## src/rtl/ws281x_pkg.sv

```systemverilog
// ws281x_pkg: default 50 MHz timing, FSM state type and counter-width helper for the WS281X encoder.
package ws281x_pkg;

    localparam int DEF_T0H_CYC    = 12;
    localparam int DEF_T1H_CYC    = 31;
    localparam int DEF_TBIT_CYC   = 62;
    localparam int DEF_TLATCH_CYC = 2500;

    typedef enum logic [2:0] {IDLE, HIGH, LOW, GAP, LATCH} state_t;

    function automatic int cnt_width(input int max_val);
        return (max_val < 2) ? 1 : $clog2(max_val + 1);
    endfunction

endpackage

```

## src/rtl/ws281x_bit_timer.sv

```systemverilog
// ws281x_bit_timer: loadable down-counter whose terminal count ends each timed encoder phase.
module ws281x_bit_timer
    import ws281x_pkg::*;
#(
    parameter int W = cnt_width(DEF_TLATCH_CYC)
) (
    input  logic         clk,
    input  logic         rst_n,
    input  logic         load,
    input  logic [W-1:0] load_val,
    output logic         tc
);

    logic [W-1:0] count;

    always_ff @(posedge clk or negedge rst_n) begin
        if (!rst_n)
            count <= '0;
        else if (load)
            count <= load_val;
        else if (count != '0)
            count <= count - W'(1);
    end

    assign tc = (count == '0);

endmodule

```

## src/rtl/ws281x_encoder.sv

```systemverilog
// ws281x_encoder: valid/ready pixel words to a timed WS281X bitstream, MSB first, latch gap per frame.
// Optional WS281X_GRB_EN: swap bytes [23:16] and [15:8] so RGB input leaves as GRB.
module ws281x_encoder
    import ws281x_pkg::*;
#(
    parameter int BITS_PER_PIXEL = 24,
    parameter int NUM_PIXELS     = 7,
    parameter int T0H_CYC        = DEF_T0H_CYC,
    parameter int T1H_CYC        = DEF_T1H_CYC,
    parameter int TBIT_CYC       = DEF_TBIT_CYC,
    parameter int TLATCH_CYC     = DEF_TLATCH_CYC
) (
    input  logic                      Clock,
    input  logic                      Reset_n,
    input  logic [BITS_PER_PIXEL-1:0] PixelData,
    input  logic                      PixelValid,
    output logic                      PixelReady,
    output logic                      Dout,
    output logic                      Busy,
    output logic                      FrameDone,
    output logic                      Underrun
);

    localparam int BPP = BITS_PER_PIXEL;
    localparam int TW  = cnt_width(TLATCH_CYC);
    localparam int PW  = cnt_width(NUM_PIXELS);
    localparam int BW  = cnt_width(BPP - 1);

    if (!(T0H_CYC > 0 && T0H_CYC < T1H_CYC && T1H_CYC < TBIT_CYC && TBIT_CYC <= TLATCH_CYC)) begin : g_bad_timing
        $error("ws281x_encoder: timing must satisfy 0 < T0H_CYC < T1H_CYC < TBIT_CYC <= TLATCH_CYC");
    end
    if (!(BPP == 24 || BPP == 32) || NUM_PIXELS < 1 || NUM_PIXELS > 4095) begin : g_bad_shape
        $error("ws281x_encoder: BITS_PER_PIXEL must be 24 or 32 and NUM_PIXELS 1..4095");
    end

    state_t          state, state_nx;
    logic            run, hold_full, accept, load, advance, tload, tc;
    logic            last_bit, frame_end, bit_nx, done_nx, under_nx;
    logic [BPP-1:0]  hold_q, shift_q, load_word;
    logic [PW-1:0]   px_cnt;
    logic [BW-1:0]   bit_cnt;
    logic [TW-1:0]   tval;

`ifdef WS281X_GRB_EN
    always_comb begin
        load_word        = hold_q;
        load_word[23:16] = hold_q[15:8];
        load_word[15:8]  = hold_q[23:16];
    end
`else
    assign load_word = hold_q;
`endif

    // run keeps PixelReady low until the first edge after reset is released
    assign PixelReady = run && state != LATCH && (!hold_full || load);
    assign accept     = PixelValid && PixelReady;
    assign Busy       = state != IDLE;
    assign last_bit   = bit_cnt == BW'(BPP - 1);
    assign frame_end  = px_cnt == PW'(NUM_PIXELS - 1);

    always_comb begin
        state_nx = state;
        load     = 1'b0;
        advance  = 1'b0;
        tload    = 1'b0;
        tval     = '0;
        done_nx  = 1'b0;
        under_nx = 1'b0;
        bit_nx   = shift_q[BPP-1];
        case (state)
            IDLE: if (hold_full) begin
                load     = 1'b1;
                state_nx = HIGH;
            end
            HIGH: if (tc) begin
                state_nx = LOW;
                tload    = 1'b1;
                tval     = TW'(TBIT_CYC - (shift_q[BPP-1] ? T1H_CYC : T0H_CYC) - 1);
            end
            LOW: if (tc) begin
                if (!last_bit) begin
                    advance  = 1'b1;
                    state_nx = HIGH;
                end else if (frame_end) begin
                    state_nx = LATCH;
                    tload    = 1'b1;
                    tval     = TW'(TLATCH_CYC - 1);
                end else if (hold_full) begin
                    load     = 1'b1;
                    state_nx = HIGH;
                end else begin
                    state_nx = GAP;
                    tload    = 1'b1;
                    tval     = TW'(TLATCH_CYC - 1);
                    under_nx = 1'b1;
                end
            end
            GAP: if (hold_full) begin
                load     = 1'b1;
                state_nx = HIGH;
            end else if (tc) begin
                state_nx = IDLE;
                done_nx  = 1'b1;
            end
            LATCH: if (tc) begin
                state_nx = IDLE;
                done_nx  = 1'b1;
            end
            default: state_nx = IDLE;
        endcase
        // every entry into HIGH times the high phase from the bit about to be sent
        if (load || advance) begin
            tload  = 1'b1;
            bit_nx = load ? load_word[BPP-1] : shift_q[BPP-2];
            tval   = bit_nx ? TW'(T1H_CYC - 1) : TW'(T0H_CYC - 1);
        end
    end

    ws281x_bit_timer #(.W(TW)) u_timer (
        .clk      (Clock),
        .rst_n    (Reset_n),
        .load     (tload),
        .load_val (tval),
        .tc       (tc)
    );

    always_ff @(posedge Clock or negedge Reset_n) begin
        if (!Reset_n) begin
            state     <= IDLE;
            run       <= 1'b0;
            hold_full <= 1'b0;
            hold_q    <= '0;
            shift_q   <= '0;
            bit_cnt   <= '0;
            px_cnt    <= '0;
            Dout      <= 1'b0;
            FrameDone <= 1'b0;
            Underrun  <= 1'b0;
        end else begin
            state     <= state_nx;
            run       <= 1'b1;
            hold_full <= accept || (hold_full && !load);
            Dout      <= state == HIGH;
            FrameDone <= done_nx;
            Underrun  <= under_nx;
            if (accept)
                hold_q <= PixelData;
            if (load)
                shift_q <= load_word;
            else if (advance)
                shift_q <= shift_q << 1;
            bit_cnt <= load ? '0 : advance ? bit_cnt + BW'(1) : bit_cnt;
            px_cnt  <= done_nx ? '0 : (state == LOW && tc && last_bit) ? px_cnt + PW'(1) : px_cnt;
        end
    end

endmodule

```

## config.mk

```make
export PLATFORM = sky130hd
export DESIGN_NAME = ws281x_encoder
export DESIGN_NICKNAME = d
export VERILOG_FILES = /design/src/rtl/ws281x_pkg.sv /design/src/rtl/ws281x_bit_timer.sv /design/src/rtl/ws281x_encoder.sv
export SDC_FILE = /design/constraint.sdc
export NUM_CORES = 1
export LEC_CHECK = 0
export CAP_MARGIN = 10
export CORE_AREA = 2 2 82 84
export CTS_CLUSTER_SIZE = 24
export DETAILED_ROUTE_END_ITERATION = 16
export DIE_AREA = 0 0 84 86
export DONT_BUFFER_PORTS = 1
export GPL_TIMING_DRIVEN = 0
export MAX_ROUTING_LAYER = met4
export PLACE_DENSITY = 0.74
export SLEW_MARGIN = 20
export SYNTH_ARGS = -nofsm -noshare
export SYNTH_HDL_FRONTEND = slang
export SYNTH_SLANG_ARGS = --single-unit
```

## constraint.sdc

```tcl
create_clock -name Clock -period 2.3 [get_ports Clock]
set_clock_uncertainty 0.1 [all_clocks]
set_input_delay 0.69 -clock Clock [delete_from_list [all_inputs] [get_ports Clock]]
set_output_delay 0.69 -clock Clock [all_outputs]
set_load 0.02 [all_outputs]
```

[Word level (Yosys, flattened, before mapping)]
Index checks and enable logic that the tools add are counted.
Storage, ports and cells
  output and inout port bits: 5
  input bits: 27
  word-level logic and storage cells: 94
  register bits: 76
Cells by class
  eq/ne operators: 10
  $add $sub $neg: 5
  multiplexer cells: 48
  reduce and logical (&&, ||, !) cells: 20
Operator list (count)
  $mux 12: 8
  $mux 24: 2
  $mux 3: 9
  $pmux 12 s2: 1
  $mux 5: 4
  $mux 1: 19
  $pmux 3 s5: 1
  $logic_not 12->1: 1
  $reduce_bool 12->1: 1
  $sub 12x1->12 const B: 1
  $sub 7x2->8 const B: 1
  $sub 6x5->7 const A: 1
  $eq 3x2->1 const B: 2
  $eq 3x3->1 const B: 2
  $logic_and 1x1->1: 6
  $ne 2x2->1 const B: 3
  $pmux 1 s2: 3
  $reduce_bool 2->1: 3
  $add 5x1->5 const B: 1
  $eq 5x5->1 const B: 1
  $add 3x1->3 const B: 1
  $eq 3x1->1 const B: 1
  $logic_not 3->1: 1
  $logic_or 1x1->1: 3
  6 further kinds: 7

[Depth between registers and ports, before layout]
Gate-level depths: netlist (run 1).
  depth after elaboration: 9
  gate-level depth with buffers: 11
  gate-level depth less buffers: 8

[Modules after synthesis]
Synthesis (run 1) repeated with hierarchy kept, for this count alone.
Unflattened totals
  cells, all modules: 329
  area, all modules: 3664.8 µm²
Modules (own cells, without submodules)
  ws281x_encoder: times used 1, seq. area each 1601.5 µm², cells each 257, area each 2934.1 µm²
  ws281x_bit_timer: times used 1, seq. area each 300.3 µm², cells each 72, area each 730.7 µm²

[Least setup slack after synthesis (run 1)]
OpenSTA, ideal clock, no wires.
  kind: register -> output
  start: register u_timer.count[0]
  end: output PixelReady
  cell stages (with the launch flop): 9
  arrival: 1.622 ns
  required time: 1.510 ns
  path slack: -0.112 ns
  path buffers: 1
  cell sequence: dfrtp_1 -> inv_1 -> ha_1 -> nor4b_4 -> and3_1 -> buf_2 -> a21oi_2 -> nand2_1 -> and3_1
On the way
  cells in the longest elaborated chain, start to end: 5
Ends and longest elaborated chain
  start: declaration: RTL line ws281x_bit_timer.sv:14  | logic [W-1:0] count;
  start signal: assignment: RTL line ws281x_bit_timer.sv:20  | count <= load_val;
  start signal: assignment: RTL line ws281x_bit_timer.sv:22  | count <= count - W'(1);
  $logic_not 12->1: RTL line ws281x_bit_timer.sv:25  | assign tc = (count == '0);
  $mux 1: RTL line ws281x_encoder.sv:80  | LOW: if (tc) begin
  $pmux 1 s2: RTL line ws281x_encoder.sv:70  | case (state)
  $logic_or 1x1->1: RTL line ws281x_encoder.sv:55  | assign PixelReady = run && state != LATCH && (!hold_full || load);
  $logic_and 1x1->1: RTL line ws281x_encoder.sv:55
  end: declaration: RTL line ws281x_encoder.sv:17  | output logic PixelReady,
Every way passes these cells.

[Final worst setup path (run 1)]
  start: register u_timer.count[1]
  end: output PixelReady
The elaborated chain is that of the path after synthesis.

==> load_flow_metrics.sql, run 1 <==
INSERT INTO impl_metrics (metric_group, metric, value, unit) VALUES
('pwr', 'p_leak', '1.86', 'nW'),
('drt', 'dr_wl_met2', '3460', 'µm'),
('global_routing', 'grtUsageTotal', '21.9', '%'),
('sta', 'setup_violations', '39', ''),
('synthesis', 'synth.cells.most_frequent', 'sky130_fd_sc_hd__dfrtp_1 (76), sky130_fd_sc_hd__nand2_1 (53), sky130_fd_sc_hd__mux2_1 (24)', ''),
('worst_hold_path', 'timing.hold.worst.class', 'input pin to asynchronous set/reset pin', ''),
('outcome', 'status', 'finished with violations', ''),
('clock_tree', 'cts_tree', 'built', ''),
('synthesis', 'synth_top_family_by_area', 'simple AND/OR/NAND/NOR gates', ''),
('drt', 'num_vias', '2501', ''),
('clock_tree', 'tritoncts_num_sinks', '76', ''),
('synthesis', 'yosys.area_share.simple', '17.0', '%'),
('drt', 'drcViolationCount', '0', ''),
('global_routing', 'initial_antenna_violation_count', '0', ''),
('global_routing', 'global_route_wire_length_before_repair', '12100', 'µm'),
('worst_setup_path', 'reg2reg_slack', '-0.14', 'ns'),
('drt', 'highest_signal_layer', 'met4', ''),
('worst_setup_path', 'r2r-end', 'hold_q[23]', ''),
('clock_tree', 'clk_latency', '0.35', 'ns'),
('drt', 'detailed_routed_wire_length_on_met3', '272', 'µm'),
('sta', 'worst_slew_pin_slew', '0.695', 'ns'),
('sta', 'worst_hold_slack', '-0.0818', 'ns'),
('global_routing', 'first_global_vias', '2491', ''),
('synthesis', 'synth-main-ff-cell', 'sky130_fd_sc_hd__dfrtp_1', ''),
('drt', 'drt-wirelength-per-cell', '16.5', 'µm'),
('synthesis', 'synth_area_leader_cell', 'sky130_fd_sc_hd__dfrtp_1', ''),
('sta', 'final-hold-violation-count', '76', ''),
('global_routing', 'maximum_number_of_pins_on_one_net_before_global_route_repair', '77', ''),
('worst_setup_path', 'worstSetupPathType', 'register to output port', ''),
('worst_setup_path', 'critical_path_arrival', '1.86', 'ns'),
('global_routing', 'grt_overflow', '0', ''),
('synthesis', 'post-synth-top-area-fraction', '53.5', '%'),
('outcome', 'failed_checks', 'hold timing, setup timing', ''),
('synthesis', 'synth_area_per_cell', '11.0', 'µm²'),
('pwr', 'power', '4.66', 'mW'),
('clock_tree', 'clkSlewWorstSetupHoldPaths', '0.09', 'ns'),
('placement', 'place.detailed.hpwl', '4570', 'µm'),
('finish', 'nFillCells', '472', ''),
('drt', 'drt-pass1-iter-count', '4', ''),
('synthesis', 'synthesized_area_fraction_occupied_by_adder_cells', '1.76', '%'),
('synthesis', 'post_synth_xor_area_fraction', '3.70', '%'),
('drt', 'vias_per_cell', '5.82', ''),
('clock_tree', 'cts_max_level', '3', ''),
('synthesis', 'netlist-cell-type-count', '51', ''),
('floorplanning', 'dieWidth', '84', 'µm'),
('synthesis', 'post_synth_instance_area', '3550', 'µm²'),
('finish', 'drive_above_1_share', '20.7', '%'),
('synthesis', 'synth_enable_flop_cells', '0', ''),
('placement', 'gpl.final_weighted_congestion', '0.879', ''),
('clock_tree', 'number_of_clock_buffers_inserted_by_tritoncts', '9', ''),
('sta', 'achievable-frequency', '377', 'MHz'),
('synthesis', 'post_synth_main_area_contributors', 'sky130_fd_sc_hd__dfrtp_1 (54%), sky130_fd_sc_hd__mux2_1 (7.6%), sky130_fd_sc_hd__nand2_1 (5.6%), sky130_fd_sc_hd__a22oi_1 (3.6%), sky130_fd_sc_hd__nor2_1 (2.2%)', ''),
('drt', 'detail-route-antenna-nets', '0', ''),
('synthesis', 'synth_warnings', '0', ''),
('sta', 'post-route-worst-setup-slack', '-0.355', 'ns'),
('synthesis', 'syn-instance-count', '323', ''),
('floorplanning', 'core_area', '6280', 'µm²'),
('worst_setup_path', 'critPathCaptureType', 'output port', ''),
('flow_run', 'max-cap-violations', '0', ''),
('sta', 'final.setup.tns', '-3.63', 'ns'),
('pwr', 'vdd.ir_drop.worst', '0.691', 'mV'),
('synthesis', 'async_flop_share', '100', '%'),
('clock_tree', 'cts-root-buf', 'sky130_fd_sc_hd__clkbuf_8', ''),
('drt', 'drt_wl_total', '7080', 'µm'),
('pwr', 'powerDensity', '1130', 'nW/µm²'),
('floorplanning', 'die_h', '86', 'µm'),
('synthesis', 'ys_seq_elements', '76', ''),
('placement', 'place_ws', '-0.377', 'ns'),
('sta', 'rsz0062_at_grt', 'true', ''),
('worst_setup_path', 'required_arrival_time_at_the_worst_endpoint', '1.51', 'ns'),
('worst_setup_path', 'timing.critical_path.fanout_max', '3', '');
cell families after synthesis:
logic type	count (synthesis)
and+or+nand+nor	115
buffers and inverters	20
AOI/OAI and AO/OA	60
xor gates and xnor gates	15
DFF	76
adders and majority gates	5
muxes	31
other	1
timing repair:
item / 4_1_cts / 5_1_grt
hold endpoints to repair: 76 / 76
gates cloned: 0 / 0
resized for setup: 18 / 16
setup buffers: 15 / 0
pin swaps: 3 / 0
setup endpoints to repair: 61 / 63
how the worst max path moves through the flow:
stage          cells after the start         end
3_3_place_gp                      11  hold_q[16]
3_5_place_dp                      11  hold_q[20]
4_1_cts                            8  PixelReady
5_1_grt                            8  PixelReady
6_report                           8  PixelReady
2_1_floorplan                      8  PixelReady
power breakdown:
group,switching [mW],internal [mW],total (mW)
clock network,0.501,0.562,1.06
registers,0.390,1.85,2.24
logic,0.629,0.725,1.35
total,1.52,3.13,4.66
stage by stage:
stage	hold slack [ns]	area (µm²)
3_5_place_dp	0.297	3690
6_report	-0.0818	4130
5_1_grt	-0.101	4130
4_1_cts	-0.0864	4110
3_3_place_gp	0.296	3690
2_1_floorplan	0.294	3590
placed cells by master, fill, tap and decap left out, drive strengths merged, types with 3 or more instances in the layout:
cell	count
a21o	4
a21oi	10
a22oi	17
buf	25
clkbuf	16
dfrtp	76
ha	5
inv	5
mux2	25
mux2i	6
nand2	53
nand3	8
nand4	4
nor2	21
nor3	6
nor3b	5
nor4	3
o21ai	16
or3	3
xnor2	7
xor2	8
final cells by class:
class                   count  share of cell area, %
inverters                   4                  0.363
repair buffers             15                   3.33
well taps                  77                   2.33
plain buffers              15                   3.12
multi-input cells         227                   39.8
flip-flops and latches     76                   46.0
clock inverters             5                   1.42
clock buffers              11                   3.66
metal layers:
metal	vias up	track usage [%]
met4	0	6.74
met1	1252	28.5
met3	10	5.97
met5	-	-
li1	1191	-
met2	48	34.0
critical path: stages, from the launching register on:
cell and delay [ns]:
sky130_fd_sc_hd__dfrtp_1 0.41, sky130_fd_sc_hd__inv_2 0.09, sky130_fd_sc_hd__ha_4 0.12, sky130_fd_sc_hd__nor4b_4 0.21
sky130_fd_sc_hd__and3_1 0.21, sky130_fd_sc_hd__buf_6 0.11, sky130_fd_sc_hd__a21oi_4 0.05, sky130_fd_sc_hd__nand2_2 0.09
sky130_fd_sc_hd__and3_4 0.21
state kept, by name, summed over array words and instances (netlist names):
register	flops
state	3
hold_q	24
Dout	1
u_timer.count	12
Underrun	1
px_cnt	3
hold_full	1
bit_cnt	5
shift_q	24
FrameDone	1
run	1
Note: power is estimated with default switching activity, not from simulation.
==> run 2, diff against run 1 <==
--- a/config.mk
+++ b/config.mk
@@ -13,7 +13,8 @@
 export DONT_BUFFER_PORTS = 1
 export GPL_TIMING_DRIVEN = 0
 export MAX_ROUTING_LAYER = met4
-export PLACE_DENSITY = 0.74
+export PLACE_DENSITY = 0.72
+export RECOVER_POWER = 50
 export SLEW_MARGIN = 20
 export SYNTH_ARGS = -nofsm -noshare
 export SYNTH_HDL_FRONTEND = slang
==> run 2 against run 1 <==
The flow still finishes with violations (hold timing, setup timing). Clock power fell by 13%. Critical path depth fell by 2. Die area did not move. Routed wire length rose by 2.8%. Non-clock buffer count rose by 12. Critical path type unchanged. Highest routed layer unchanged.
==> load_flow_metrics.sql, run 2 (synthesis results as in run 1) <==
INSERT INTO impl_metrics (metric_group, metric, value, unit) VALUES
('outcome', 'status', 'finished with violations', ''),
('outcome', 'failed_checks', 'hold timing, setup timing', ''),
('global_routing', 'grtUsageTotal', '22.7', '%'),
('sta', 'final_min_period_over_clock_period', '114', '%'),
('worst_setup_path', 'r2r-start', 'px_cnt[1]', ''),
('clock_tree', 'cts-root-buf', 'sky130_fd_sc_hd__clkbuf_8', ''),
('finish', 'design.final.nets', '392', ''),
('placement', 'place.detailed.hpwl', '4670', 'µm'),
('drt', 'num_vias', '2518', ''),
('drt', 'drt-wirelength-per-cell', '16.5', 'µm'),
('clock_tree', 'clkSlewWorstSetupHoldPaths', '0.08', 'ns'),
('worst_setup_path', 'reg2reg_slack', '-0.18', 'ns'),
('drt', 'detail-route-antenna-nets', '0', ''),
('sta', 'max_slew_margin', '58.4', '%'),
('worst_setup_path', 'worst-r2r-cell-count', '11', ''),
('worst_setup_path', 'r2r-end', 'hold_q[0]', ''),
('worst_setup_path', 'critical_path_arrival', '1.84', 'ns'),
('placement', 'place_ws', '-0.412', 'ns'),
('pwr', 'powerDensity', '1120', 'nW/µm²'),
('pwr', 'power_report.internal_total', '3.21', 'mW'),
('floorplanning', 'dieWidth', '84', 'µm'),
('drt', 'drt-pass1-iter-count', '4', ''),
('pwr', 'combPwrFrac', '33.5', '%'),
('worst_setup_path', 'critPathCaptureType', 'output port', ''),
('flow_run', 'max-cap-violations', '0', ''),
('finish', 'drive_above_1_share', '29.0', '%'),
('clock_tree', 'clk_path_buf_depth', '2', ''),
('floorplanning', 'placement_rows', '29', ''),
('finish', 'area.growth.synth_to_final', '20.4', '%'),
('finish', 'leading_cell_type_in_the_layout_fill_and_taps_excluded', 'sky130_fd_sc_hd__dfrtp_1', ''),
('pwr', 'power', '4.77', 'mW'),
('sta', 'setup_violations', '27', ''),
('pwr', 'power_frac_seq', '47.2', '%'),
('clock_tree', 'cts_max_level', '3', ''),
('clock_tree', 'cts_tree', 'built', ''),
('pwr', 'clock_power_share', '19.3', '%'),
('placement', 'placement.io_buffers', '0', ''),
('global_routing', 'initial_antenna_violation_count', '0', ''),
('floorplanning', 'die_h', '86', 'µm'),
('drt', 'drcViolationCount', '0', ''),
('worst_setup_path', 'worstSetupPathType', 'register to output port', ''),
('floorplanning', 'fp.dieArea', '7220', 'µm²'),
('global_routing', 'grt_overflow', '0', ''),
('pwr', 'power.switching_fraction', '32.8', '%'),
('finish', 'commonest_non_fill_non_tap_cells_in_the_layout', 'sky130_fd_sc_hd__dfrtp_1 (76), sky130_fd_sc_hd__nand2_1 (52), sky130_fd_sc_hd__buf_4 (25)', ''),
('worst_setup_path', 'required_arrival_time_at_the_worst_endpoint', '1.51', 'ns'),
('sta', 'post-route-worst-setup-slack', '-0.326', 'ns'),
('worst_setup_path', 'path_delay_family', 'simple AND/OR/NAND/NOR gates', ''),
('pwr', 'net_switching_power_figure', '1.57', 'mW'),
('global_routing', 'global_route_wire_length_before_repair', '12400', 'µm'),
('sta', 'worst_slew_pin_slew', '0.623', 'ns'),
('clock_tree', 'clk_latency', '0.36', 'ns'),
('pwr', 'p_leak', '1.97', 'nW'),
('sta', 'rsz0062_at_grt', 'true', ''),
('worst_setup_path', 'crit_path_top_delay_cell', 'sky130_fd_sc_hd__dfrtp_1', ''),
('floorplanning', 'starting_density_of_the_core', '56.6', '%'),
('drt', 'vias_per_cell', '5.70', ''),
('finish', 'diodes', '0', ''),
('clock_tree', 'number_of_clock_buffers_inserted_by_tritoncts', '9', ''),
('clock_tree', 'tritoncts_num_sinks', '76', ''),
('placement', 'gpl.final_weighted_congestion', '0.883', ''),
('worst_setup_path', 'timing.critical_path.slowest_cell_delay', '0.43', 'ns'),
('floorplanning', 'floorplan.io_pins', '32', ''),
('global_routing', 'first_global_vias', '2585', ''),
('sta', 'worst_hold_slack', '-0.0841', 'ns'),
('sta', 'achievable-frequency', '381', 'MHz'),
('floorplanning', 'core_area', '6280', 'µm²'),
('pwr', 'vdd.ir_drop.worst', '0.724', 'mV'),
('drt', 'drt_wl_total', '7280', 'µm'),
('finish', 'reg.largest.list', 'hold_q (24), shift_q (24), u_timer.count (12)', ''),
('drt', 'drt_iter0_markers', '150', ''),
('finish', 'nFillCells', '474', ''),
('sta', 'final.min_clock_period', '2.63', 'ns'),
('worst_setup_path', 'crit_chain', 'ha_4 -> a21bo_4 -> nor3_4 -> a21oi_4 -> nand2_2 -> and3_4', ''),
('global_routing', 'maximum_number_of_pins_on_one_net_before_global_route_repair', '77', ''),
('worst_setup_path', 'timing.critical_path.fanout_max', '3', ''),
('sta', 'final-hold-violation-count', '76', ''),
('worst_setup_path', 'path_buf_inv', '0', ''),
('worst_setup_path', 'worstSetupStartpointType', 'register', ''),
('sta', 'final_max_slew_viol_count', '0', ''),
('worst_hold_path', 'timing.hold.worst.class', 'input pin to asynchronous set/reset pin', '');
==> run 2: routing by layer <==
layer | global-route usage [%] | part of all wire, % | vias up
met5 | - | 0 | -
met4 | 9.82 | 1.4 | 0
met3 | 3.75 | 4.2 | 7
met2 | 34.8 | 48 | 50
met1 | 30.2 | 46 | 1240
li1 | - | - | 1221
==> run 2: final cells by class <==
class | instances | area [µm²] | area share [%]
clock inverters | 6 | 40.0 | 0.936
clock buffers | 10 | 138 | 3.22
flip-flops and latches | 76 | 1900 | 44.5
multi-input cells | 227 | 1740 | 40.6
inverters | 4 | 15.0 | 0.351
plain buffers | 11 | 67.6 | 1.58
well taps | 77 | 96.3 | 2.25
repair buffers | 31 | 283 | 6.61
==> run 2: worst max-delay path by stage <==
stage | from | to | slack [ns] | depth (start not counted)
6_report | px_cnt[1] | PixelReady | -0.33 | 6
3_3_place_gp | u_timer.count[0] | hold_q[16] | -0.37 | 11
4_1_cts | u_timer.count[1] | PixelReady | -0.35 | 8
3_5_place_dp | u_timer.count[0] | hold_q[16] | -0.41 | 11
5_1_grt | px_cnt[0] | PixelReady | -0.42 | 7
2_1_floorplan | u_timer.count[0] | PixelReady | -0.04 | 8
==> run 2: power by group through the flow <==
stage / clock network [mW] / registers [mW] / logic (mW)
after floorplan: 0 / 2.13 / 1.00
after global placement: 0 / 2.22 / 1.14
after detailed placement: 0 / 2.24 / 1.19
after CTS: 0.943 / 2.24 / 1.50
after global routing: 1.01 / 2.32 / 1.78
final: 0.921 / 2.25 / 1.60
==> run 2: per-stage QoR <==
stage | std cells | hold WS (ns) | util (%) | instance area (µm²) | setup TNS (ns)
final | 442 | -0.0841 | 68.1 | 4280 | -3.40
after global routing | 442 | -0.103 | 68.1 | 4280 | -8.95
after CTS | 439 | -0.0952 | 67.0 | 4210 | -5.38
after detailed placement | 400 | 0.296 | 58.8 | 3690 | -15.47
after global placement | 400 | 0.296 | 58.8 | 3690 | -13.81
after floorplan | 323 | 0.294 | - | 3590 | -0.650
==> run 2: repair_timing <==
| action | CTS | global route |
|---|---|---|
| pin swaps | 5 | 5 |
| gates cloned | 2 | 0 |
| endpoints found under the hold margin | 76 | 76 |
| gates resized for setup | 32 | 37 |
| setup buffers | 23 | 10 |
| endpoints found under the setup margin | 61 | 58 |
